--- src/rtl/pipeline_hazard_controller_if.sv ---
// Hazard-control bundle between the pipeline datapath (master) and the
// hazard controller (slave); signal suffixes are from the controller's view.
interface pipeline_hazard_controller_if #(
    parameter int unsigned REG_ADDR_WIDTH = 5,
    parameter int unsigned COUNT_WIDTH    = 16
);
    logic [REG_ADDR_WIDTH-1:0] id_rs_i;
    logic [REG_ADDR_WIDTH-1:0] id_rt_i;
    logic                      id_uses_rt_i;
    logic                      ex_mem_read_i;
    logic [REG_ADDR_WIDTH-1:0] ex_rt_i;
    logic                      ex_jump_i;
    logic                      mem_branch_taken_i;
    logic                      count_clear_i;
    logic                      pc_enable_o;
    logic                      ifid_enable_o;
    logic                      ifid_flush_o;
    logic                      idex_flush_o;
    logic                      exmem_flush_o;
    logic [1:0]                state_o;
    logic [COUNT_WIDTH-1:0]    stall_count_o;
    logic [COUNT_WIDTH-1:0]    flush_count_o;

    modport master (
        output id_rs_i, id_rt_i, id_uses_rt_i, ex_mem_read_i, ex_rt_i,
               ex_jump_i, mem_branch_taken_i, count_clear_i,
        input  pc_enable_o, ifid_enable_o, ifid_flush_o, idex_flush_o,
               exmem_flush_o, state_o, stall_count_o, flush_count_o
    );

    modport slave (
        input  id_rs_i, id_rt_i, id_uses_rt_i, ex_mem_read_i, ex_rt_i,
               ex_jump_i, mem_branch_taken_i, count_clear_i,
        output pc_enable_o, ifid_enable_o, ifid_flush_o, idex_flush_o,
               exmem_flush_o, state_o, stall_count_o, flush_count_o
    );
endinterface

--- src/rtl/pipeline_hazard_controller.sv ---
// 5-stage MIPS hazard controller: single-bubble load-use stalls, branch/jump
// flushes, and saturating stall/flush event counters.
module pipeline_hazard_controller #(
    parameter int unsigned REG_ADDR_WIDTH = 5,
    parameter int unsigned COUNT_WIDTH    = 16
) (
    input  logic                          clk,
    input  logic                          reset,
    pipeline_hazard_controller_if.slave   hz
);
    typedef enum logic [1:0] {
        RUN      = 2'd0,
        STALL    = 2'd1,
        REDIRECT = 2'd2
    } state_e;

    state_e                  state_q, state_d;
    logic [COUNT_WIDTH-1:0]  stall_cnt_q, stall_cnt_d;
    logic [COUNT_WIDTH-1:0]  flush_cnt_q, flush_cnt_d;
    logic [REG_ADDR_WIDTH-1:0] id_rs, id_rt, ex_rt;
    logic                    load_use;
    logic                    redirect;
    logic                    stall_ev;

    assign id_rs = hz.id_rs_i;
    assign id_rt = hz.id_rt_i;
    assign ex_rt = hz.ex_rt_i;

    always_comb begin
        load_use = hz.ex_mem_read_i && (ex_rt != '0) &&
                   ((ex_rt == id_rs) || (hz.id_uses_rt_i && (ex_rt == id_rt)));
        redirect = hz.mem_branch_taken_i || hz.ex_jump_i;
        // STALL ignores load_use so the bubble is capped at one cycle
        stall_ev = load_use && !redirect && (state_q != STALL);
    end

    // Outputs fall back to plain advance while reset is held low
    always_comb begin
        hz.pc_enable_o   = 1'b1;
        hz.ifid_enable_o = 1'b1;
        hz.ifid_flush_o  = 1'b0;
        hz.idex_flush_o  = 1'b0;
        hz.exmem_flush_o = 1'b0;
        if (reset) begin
            if (hz.mem_branch_taken_i) begin
                hz.ifid_flush_o  = 1'b1;
                hz.idex_flush_o  = 1'b1;
                hz.exmem_flush_o = 1'b1;
            end else if (hz.ex_jump_i) begin
                hz.ifid_flush_o  = 1'b1;
                hz.idex_flush_o  = 1'b1;
            end else if (stall_ev) begin
                hz.pc_enable_o   = 1'b0;
                hz.ifid_enable_o = 1'b0;
                hz.idex_flush_o  = 1'b1;
            end
        end
    end

    always_comb begin
        state_d     = RUN;
        stall_cnt_d = stall_cnt_q;
        flush_cnt_d = flush_cnt_q;
        if (redirect) begin
            state_d = REDIRECT;
        end else if (stall_ev) begin
            state_d = STALL;
        end
        if (hz.count_clear_i) begin
            stall_cnt_d = '0;
            flush_cnt_d = '0;
        end else begin
            if (stall_ev && (stall_cnt_q != '1)) begin
                stall_cnt_d = stall_cnt_q + COUNT_WIDTH'(1);
            end
            if (redirect && (flush_cnt_q != '1)) begin
                flush_cnt_d = flush_cnt_q + COUNT_WIDTH'(1);
            end
        end
    end

    always_ff @(posedge clk or negedge reset) begin
        if (!reset) begin
            state_q     <= RUN;
            stall_cnt_q <= '0;
            flush_cnt_q <= '0;
        end else begin
            state_q     <= state_d;
            stall_cnt_q <= stall_cnt_d;
            flush_cnt_q <= flush_cnt_d;
        end
    end

    assign hz.state_o       = state_q;
    assign hz.stall_count_o = stall_cnt_q;
    assign hz.flush_count_o = flush_cnt_q;
endmodule

--- src/flat_wrapper.sv ---
// flat-port wrapper written by rule: the top's interface ports become plain ports
module pipeline_hazard_controller_flat 
#(
    parameter int unsigned REG_ADDR_WIDTH = 5,
    parameter int unsigned COUNT_WIDTH    = 16
)
  (clk, reset, hz_id_rs_i, hz_id_rt_i, hz_id_uses_rt_i, hz_ex_mem_read_i, hz_ex_rt_i, hz_ex_jump_i, hz_mem_branch_taken_i, hz_count_clear_i, hz_pc_enable_o, hz_ifid_enable_o, hz_ifid_flush_o, hz_idex_flush_o, hz_exmem_flush_o, hz_state_o, hz_stall_count_o, hz_flush_count_o);
  pipeline_hazard_controller_if #(.REG_ADDR_WIDTH(REG_ADDR_WIDTH), .COUNT_WIDTH(COUNT_WIDTH)) hz_i ();
  input  logic clk;
  input  logic reset;
  input wire logic [$bits(hz_i.id_rs_i)-1:0] hz_id_rs_i;
  input wire logic [$bits(hz_i.id_rt_i)-1:0] hz_id_rt_i;
  input wire logic [$bits(hz_i.id_uses_rt_i)-1:0] hz_id_uses_rt_i;
  input wire logic [$bits(hz_i.ex_mem_read_i)-1:0] hz_ex_mem_read_i;
  input wire logic [$bits(hz_i.ex_rt_i)-1:0] hz_ex_rt_i;
  input wire logic [$bits(hz_i.ex_jump_i)-1:0] hz_ex_jump_i;
  input wire logic [$bits(hz_i.mem_branch_taken_i)-1:0] hz_mem_branch_taken_i;
  input wire logic [$bits(hz_i.count_clear_i)-1:0] hz_count_clear_i;
  output wire logic [$bits(hz_i.pc_enable_o)-1:0] hz_pc_enable_o;
  output wire logic [$bits(hz_i.ifid_enable_o)-1:0] hz_ifid_enable_o;
  output wire logic [$bits(hz_i.ifid_flush_o)-1:0] hz_ifid_flush_o;
  output wire logic [$bits(hz_i.idex_flush_o)-1:0] hz_idex_flush_o;
  output wire logic [$bits(hz_i.exmem_flush_o)-1:0] hz_exmem_flush_o;
  output wire logic [$bits(hz_i.state_o)-1:0] hz_state_o;
  output wire logic [$bits(hz_i.stall_count_o)-1:0] hz_stall_count_o;
  output wire logic [$bits(hz_i.flush_count_o)-1:0] hz_flush_count_o;
  assign hz_i.id_rs_i = hz_id_rs_i;
  assign hz_i.id_rt_i = hz_id_rt_i;
  assign hz_i.id_uses_rt_i = hz_id_uses_rt_i;
  assign hz_i.ex_mem_read_i = hz_ex_mem_read_i;
  assign hz_i.ex_rt_i = hz_ex_rt_i;
  assign hz_i.ex_jump_i = hz_ex_jump_i;
  assign hz_i.mem_branch_taken_i = hz_mem_branch_taken_i;
  assign hz_i.count_clear_i = hz_count_clear_i;
  assign hz_pc_enable_o = hz_i.pc_enable_o;
  assign hz_ifid_enable_o = hz_i.ifid_enable_o;
  assign hz_ifid_flush_o = hz_i.ifid_flush_o;
  assign hz_idex_flush_o = hz_i.idex_flush_o;
  assign hz_exmem_flush_o = hz_i.exmem_flush_o;
  assign hz_state_o = hz_i.state_o;
  assign hz_stall_count_o = hz_i.stall_count_o;
  assign hz_flush_count_o = hz_i.flush_count_o;
  pipeline_hazard_controller #(.REG_ADDR_WIDTH(REG_ADDR_WIDTH), .COUNT_WIDTH(COUNT_WIDTH)) u_core (.clk(clk), .reset(reset), .hz(hz_i));
endmodule
--- config.mk ---
export PLATFORM = sky130hd
export DESIGN_NAME = pipeline_hazard_controller_flat
export DESIGN_NICKNAME = d
export VERILOG_FILES = /design/src/rtl/pipeline_hazard_controller_if.sv /design/src/rtl/pipeline_hazard_controller.sv /design/src/flat_wrapper.sv
export SDC_FILE = /design/constraint.sdc
export NUM_CORES = 1
export LEC_CHECK = 0
export ABC_AREA = 0
export ABC_CLOCK_PERIOD_IN_PS = 2029
export CORE_MARGIN = 5
export CORE_UTILIZATION = 35
export CTS_CLUSTER_DIAMETER = 120
export DETAILED_ROUTE_END_ITERATION = 6
export PLACE_DENSITY = 0.61
export SYNTH_ARGS = -nofsm -noshare
export SYNTH_HDL_FRONTEND = slang
export SYNTH_SLANG_ARGS = --single-unit
--- constraint.sdc ---
create_clock -name clk -period 2.03 [get_ports clk]
set_clock_uncertainty 0.2 [all_clocks]
set_input_delay 0.406 -clock clk [delete_from_list [all_inputs] [get_ports clk]]
set_output_delay 0.406 -clock clk [all_outputs]
set_load 0.05 [all_outputs]
======== Word level (Yosys, flattened, before mapping) ========
Cells that the tools add are included.
cells by class
  add/sub/neg operators ................... 2
  equal/unequal tests ..................... 5
  reductions and logical operators ........ 13
  mux-type cells .......................... 19
operators with widths
  kind                                                   count
  two-way mux 16 bit                                     4
  adder 16 x 1 -> 16 bit, second input constant          2
  inequality test 16 bit, second input constant          2
  two-way mux 1 bit                                      14
  equality test 5 bit                                    2
  logical AND 1 bit                                      7
  nonzero test 5 bit                                     1
  nonzero test 2 bit                                     2
  logical OR 1 bit                                       2
  two-way mux 2 bit                                      1
  inequality test 2 x 1 -> 1 bit, second input constant  1
  zero test 1 bit                                        1
word-level totals
  output and inout bits ................... 39
  logic and storage cells ................. 42
  register bits ........................... 34
  input port bits ......................... 22

======== Depth between registers and ports, before layout ========
  word-level depth ........................ 10
  depth in mapped cells ................... 8
  gate-level depth less buffers ........... 6

======== Worst setup path before layout ========
OpenSTA, ideal clock, no wires.
  path type ............................... input port to output port
  start ................................... input hz_ex_rt_i[0]
  end ..................................... output hz_pc_enable_o
  data arrival time ....................... 2.104 ns
  cell stages on the path ................. 6
  required time ........................... 1.424 ns
  buffers on the path ..................... 2
  setup slack ............................. -0.680 ns
  cell sequence ........................... or4_1 o211ai_1 buf_2 nor2_1 nand2_1 buf_4
on the way
  longest elaborated chain between the ends .. 10
  elaborated cells on any way between the ends .. 13
  those cells by class .................... 2 x eq/ne; 4 x mux; 7 x reduce/logical
RTL lines
  element                           RTL line                          source
  from (decl)                       flat_wrapper.sv:15                input wire logic [$bits(hz_i.ex_rt_i)-1:0] hz_ex_rt_i;
  equality test 5 bit               pipeline_hazard_controller.sv:31  ((ex_rt == id_rs) || (hz.id_uses_rt_i && (ex_rt == id_rt)));
  logical AND 1 bit                 pipeline_hazard_controller.sv:31
  logical OR 1 bit                  pipeline_hazard_controller.sv:31
  logical AND 1 bit *               pipeline_hazard_controller.sv:30  load_use = hz.ex_mem_read_i && (ex_rt != '0) &&
  logical AND 1 bit * (2 in a row)  pipeline_hazard_controller.sv:34  stall_ev = load_use && !redirect && (state_q != STALL);
  two-way mux 1 bit * (4 in a row)  n/a
  to (decl)                         flat_wrapper.sv:19                output wire logic [$bits(hz_i.pc_enable_o)-1:0] hz_pc_enable_o;
Every way passes the cells marked *; elsewhere a longest branch is shown, timed or not.

======== Worst setup path in the final report ========
  start ................................... input hz_ex_rt_i[4]
  end ..................................... output hz_idex_flush_o
on the way
  longest elaborated chain between the ends .. 10
  elaborated cells on any way between the ends .. 13
  those cells by class .................... 2 x eq/ne; 4 x mux; 7 x reduce/logical
RTL lines
  element                           RTL line                          source
  equality test 5 bit               pipeline_hazard_controller.sv:31
  logical AND 1 bit                 pipeline_hazard_controller.sv:31
  logical OR 1 bit                  pipeline_hazard_controller.sv:31
  logical AND 1 bit *               pipeline_hazard_controller.sv:30
  logical AND 1 bit * (2 in a row)  pipeline_hazard_controller.sv:34
  two-way mux 1 bit *               pipeline_hazard_controller.sv:52  end else if (stall_ev) begin
  two-way mux 1 bit *               pipeline_hazard_controller.sv:49  end else if (hz.ex_jump_i) begin
  two-way mux 1 bit *               pipeline_hazard_controller.sv:45  if (hz.mem_branch_taken_i) begin
  two-way mux 1 bit *               pipeline_hazard_controller.sv:44  if (reset) begin
  to (decl)                         flat_wrapper.sv:22                output wire logic [$bits(hz_i.idex_flush_o)-1:0] hz_idex_flush_o;
Marked as above.

==> results.cfg <==
[timing]
hold_slack_ns = 0.0362
drv_slew = 0
finalSetupViolCount = 21
period_minus_slack_ns = 2.36
max_slew_margin_pct = 71.3
finalHoldViolations = 0
worst_slew_pin_slew_ns = 0.431
rsz0062_at_grt = true
finalWorstSetupSlack_ns = -0.331
fmax_mhz = 424
post-route-period-util_pct = 116

[detailed_routing]
totalWireLength_um = 6380
wl_met1_um = 2640
dr_wl_met2_um = 3460
drtIter0Drc = 64
route.met3.wl_um = 221
top_layer_used = met4
wl_per_cell_um = 15.2
viasPerCell = 5.19
postRouteAntennaNets = 0
drc = 0
vias = 2175
drtPass1Iterations = 4

[layout]
fin_cells = 419
drive_above_1_share_pct = 55.8
final_nets = 367
n_fill_cell = 502
area_growth_syn_to_layout_pct = 76.7
antenna_cells = 0

[grt]
grt_pass1_vias = 2183
grt_overflow = 0
antenna_found_initial = 0
grt_usage_pct = 17.2
grt_pass1_wl_um = 10400
grt_max_degree = 30

[floorplan]
rows = 28
io_pins = 61
die_w_um = 87.2
initial_core_util_pct = 35.7
coreArea_sq_mm = 0.00585
die_h_um = 87.2
die_area_sq_mm = 0.00761

[synthesis]
ys_warn_count = 0
postSynth.asyncResetShare_pct = 100
synth_area_sq_mm = 0.00209
synth_common_cells = dfrtp_1, nor2_1, xor2_1
synth_top_area_share_pct = 40.7
synth.net_count = 253
synth_edf_count = 0
synth.distinct_cells = 42
syn_inst = 229
synth_seq_cells = 34
yosysTopAreaCell = dfrtp_1
synth.most_common_cell = dfrtp_1
synth_area_leaders = dfrtp_1, xor2_1, mux2_2
synth_seq_area_share_pct = 40.7
syn_avg_cell_area_sq_um = 9.12
ys.flop_type = dfrtp_1

[critical_path]
rrSetupSlack_ns = -0.02
timing.rr.end = u_core.hz.flush_count_o[7]
r2r_start = u_core.hz.flush_count_o[5]
cpLargestDelayFamily = simple AND/OR/NAND/NOR gates
crit_arrival_ns = 1.75
cpMostUsedCell = buf_8
cp-startpoint = hz_ex_rt_i[4]
end_kind = output pin
crit_slowest_cell = or4_1
rr_worst_depth = 6
critPathRequiredTime_ns = 1.42
worstPathMaxFanout = 3
cp-start-kind = input port
endpoint = hz_idex_flush_o
crit_type = in -> out
crit_cells = 6
crit_chain = buf_8 > or4_1 > o211ai_1 > nor2_4 > o21a_2 > buf_8
cp_num_buf_inv = 2
max_stage_delay_ns = 0.51

[cts]
cts.path.max_buffers = 2
ctsRootBufferMaster = clkbuf_8
clk_pin_slew_ns = 0.08
h-tree-depth = 2
clkSinkCount = 34
cts_tree = yes
cts_buffers = 5
clk_latency_ns = 0.29

[placement]
place_hpwl_um = 4320
gp_congestion = 0.745
place_ws_ns = -0.793
portBuffers = 60
dp_cells = 401

[status]
outcome = finished with violations
violations = negative setup slack

[pwr]
ir_worst_vdd_uv = 344
p_leak_uw = 0.00156
seqPwrFrac_pct = 45.5
p_int_uw = 1090
p_per_area_mw_per_mm2 = 412
p_clk_share_pct = 35.7
p_sw_uw = 434
p_sw_share_pct = 28.6
p_comb_share_pct = 18.8

[hold_path]
hold_path.class = in -> async

[job]
maxCapViolations = 0
[layer usage]
metal	GRT usage, %	vias to the layer above
met5	0	-
met4	4.32	0
met3	3.69	6
met2	30.8	33
met1	20.8	1082
li1	-	1054
[worst register-to-register path, delay by kind of cell (launching register included)]
kind | cells | cell delay, ns
simple gates | 3 | 0.81
flops | 1 | 0.37
buf+inv | 1 | 0.15
compound gates | 1 | 0.28
xor+xnor | 1 | 0.13
[cells by family (layout without fill, tap and decap cells)]
logic type,after synthesis,after routing,synth area share [%]
AND/OR/NAND/NOR,111,111,28.3
flip-flops,34,34,40.7
AO/OA/AOI/OAI,33,33,11.3
XOR/XNOR,19,19,7.97
buffers and inverters,18,133,4.07
multiplexers,12,12,6.41
adder cells (fa/ha/maj),2,2,1.20
[repair_timing]
item / CTS / global route
resized for setup: 85 / 18
pin swaps: 30 / 14
cloned: 2 / 0
setup endpoints to repair: 28 / 28
endpoints found under the hold margin: 5 / 0
setup buffers: 9 / 2
hold buffers: 1 / 0
[area by class of cell]
type	count	area (sq um)	area share, %
Clock inverter	2	12.5	0.339
Multi-Input combinational cell	177	1530	41.5
Timing Repair Buffer	118	1060	28.8
Tap cell	75	93.8	2.54
Sequential cell	34	880	23.8
Clock buffer	6	82.6	2.24
Inverter	7	26.3	0.712
[placed cells by master, fill, tap and decap left out, types with 3 or more instances in the layout]
master / instances
a21oi_1: 7
a21oi_2: 4
and3_4: 3
and4_1: 3
buf_12: 7
buf_2: 5
buf_4: 76
buf_6: 12
clkbuf_8: 6
clkdlybuf4s50_1: 3
dfrtp_1: 11
dfrtp_2: 23
dlygate4sd2_1: 8
inv_1: 6
mux2_4: 10
nand2_1: 12
nand3_1: 11
nand4_1: 4
nor2_1: 27
nor2b_1: 12
nor3_1: 3
nor3_2: 3
nor4_4: 10
o211ai_1: 3
o21ai_2: 3
o31ai_1: 4
or4_1: 5
or4_4: 3
xnor2_1: 3
xor2_1: 13
[registers in the layout, indices dropped and copies added, names as in the netlist]
| name | cells |
|---|---|
| u_core.hz.flush_count_o | 16 |
| u_core.hz.stall_count_o | 16 |
| u_core.hz.state_o | 2 |
[power groups by stage]
stage | sequential [uW] | clock [uW] | combinational (uW)
finish | 692 | 543 | 285
global route | 693 | 583 | 309
CTS | 692 | 556 | 293
detailed placement | 705 | 0 | 251
global placement | 705 | 0 | 248
floorplan | 734 | 0 | 83.6
[through the flow]
stage | TNS (ns) | instance area [sq um] | util, % | total power, uW
global route | -4.77 | 3690 | 63.1 | 1580
finish | -3.39 | 3690 | 63.1 | 1520
global placement | -14.19 | 3210 | 54.9 | 953
floorplan | -2.65 | 2250 | - | 818
CTS | -3.68 | 3670 | 62.7 | 1540
detailed placement | -15.01 | 3210 | 54.9 | 956
[how the worst min path moves through the flow]
stage	start	to	slack (ns)	depth (start not counted)
3_5_place_dp	reset	u_core.hz.flush_count_o[12]	0.09	1
4_1_cts	reset	u_core.hz.stall_count_o[14]	0.05	2
3_3_place_gp	reset	u_core.hz.flush_count_o[14]	0.08	1
6_report	reset	u_core.hz.stall_count_o[14]	0.04	2
2_1_floorplan	reset	u_core.hz.flush_count_o[0]	-0.09	0
5_1_grt	reset	u_core.hz.stall_count_o[12]	0.09	2
(Power assumes the default switching activity.)
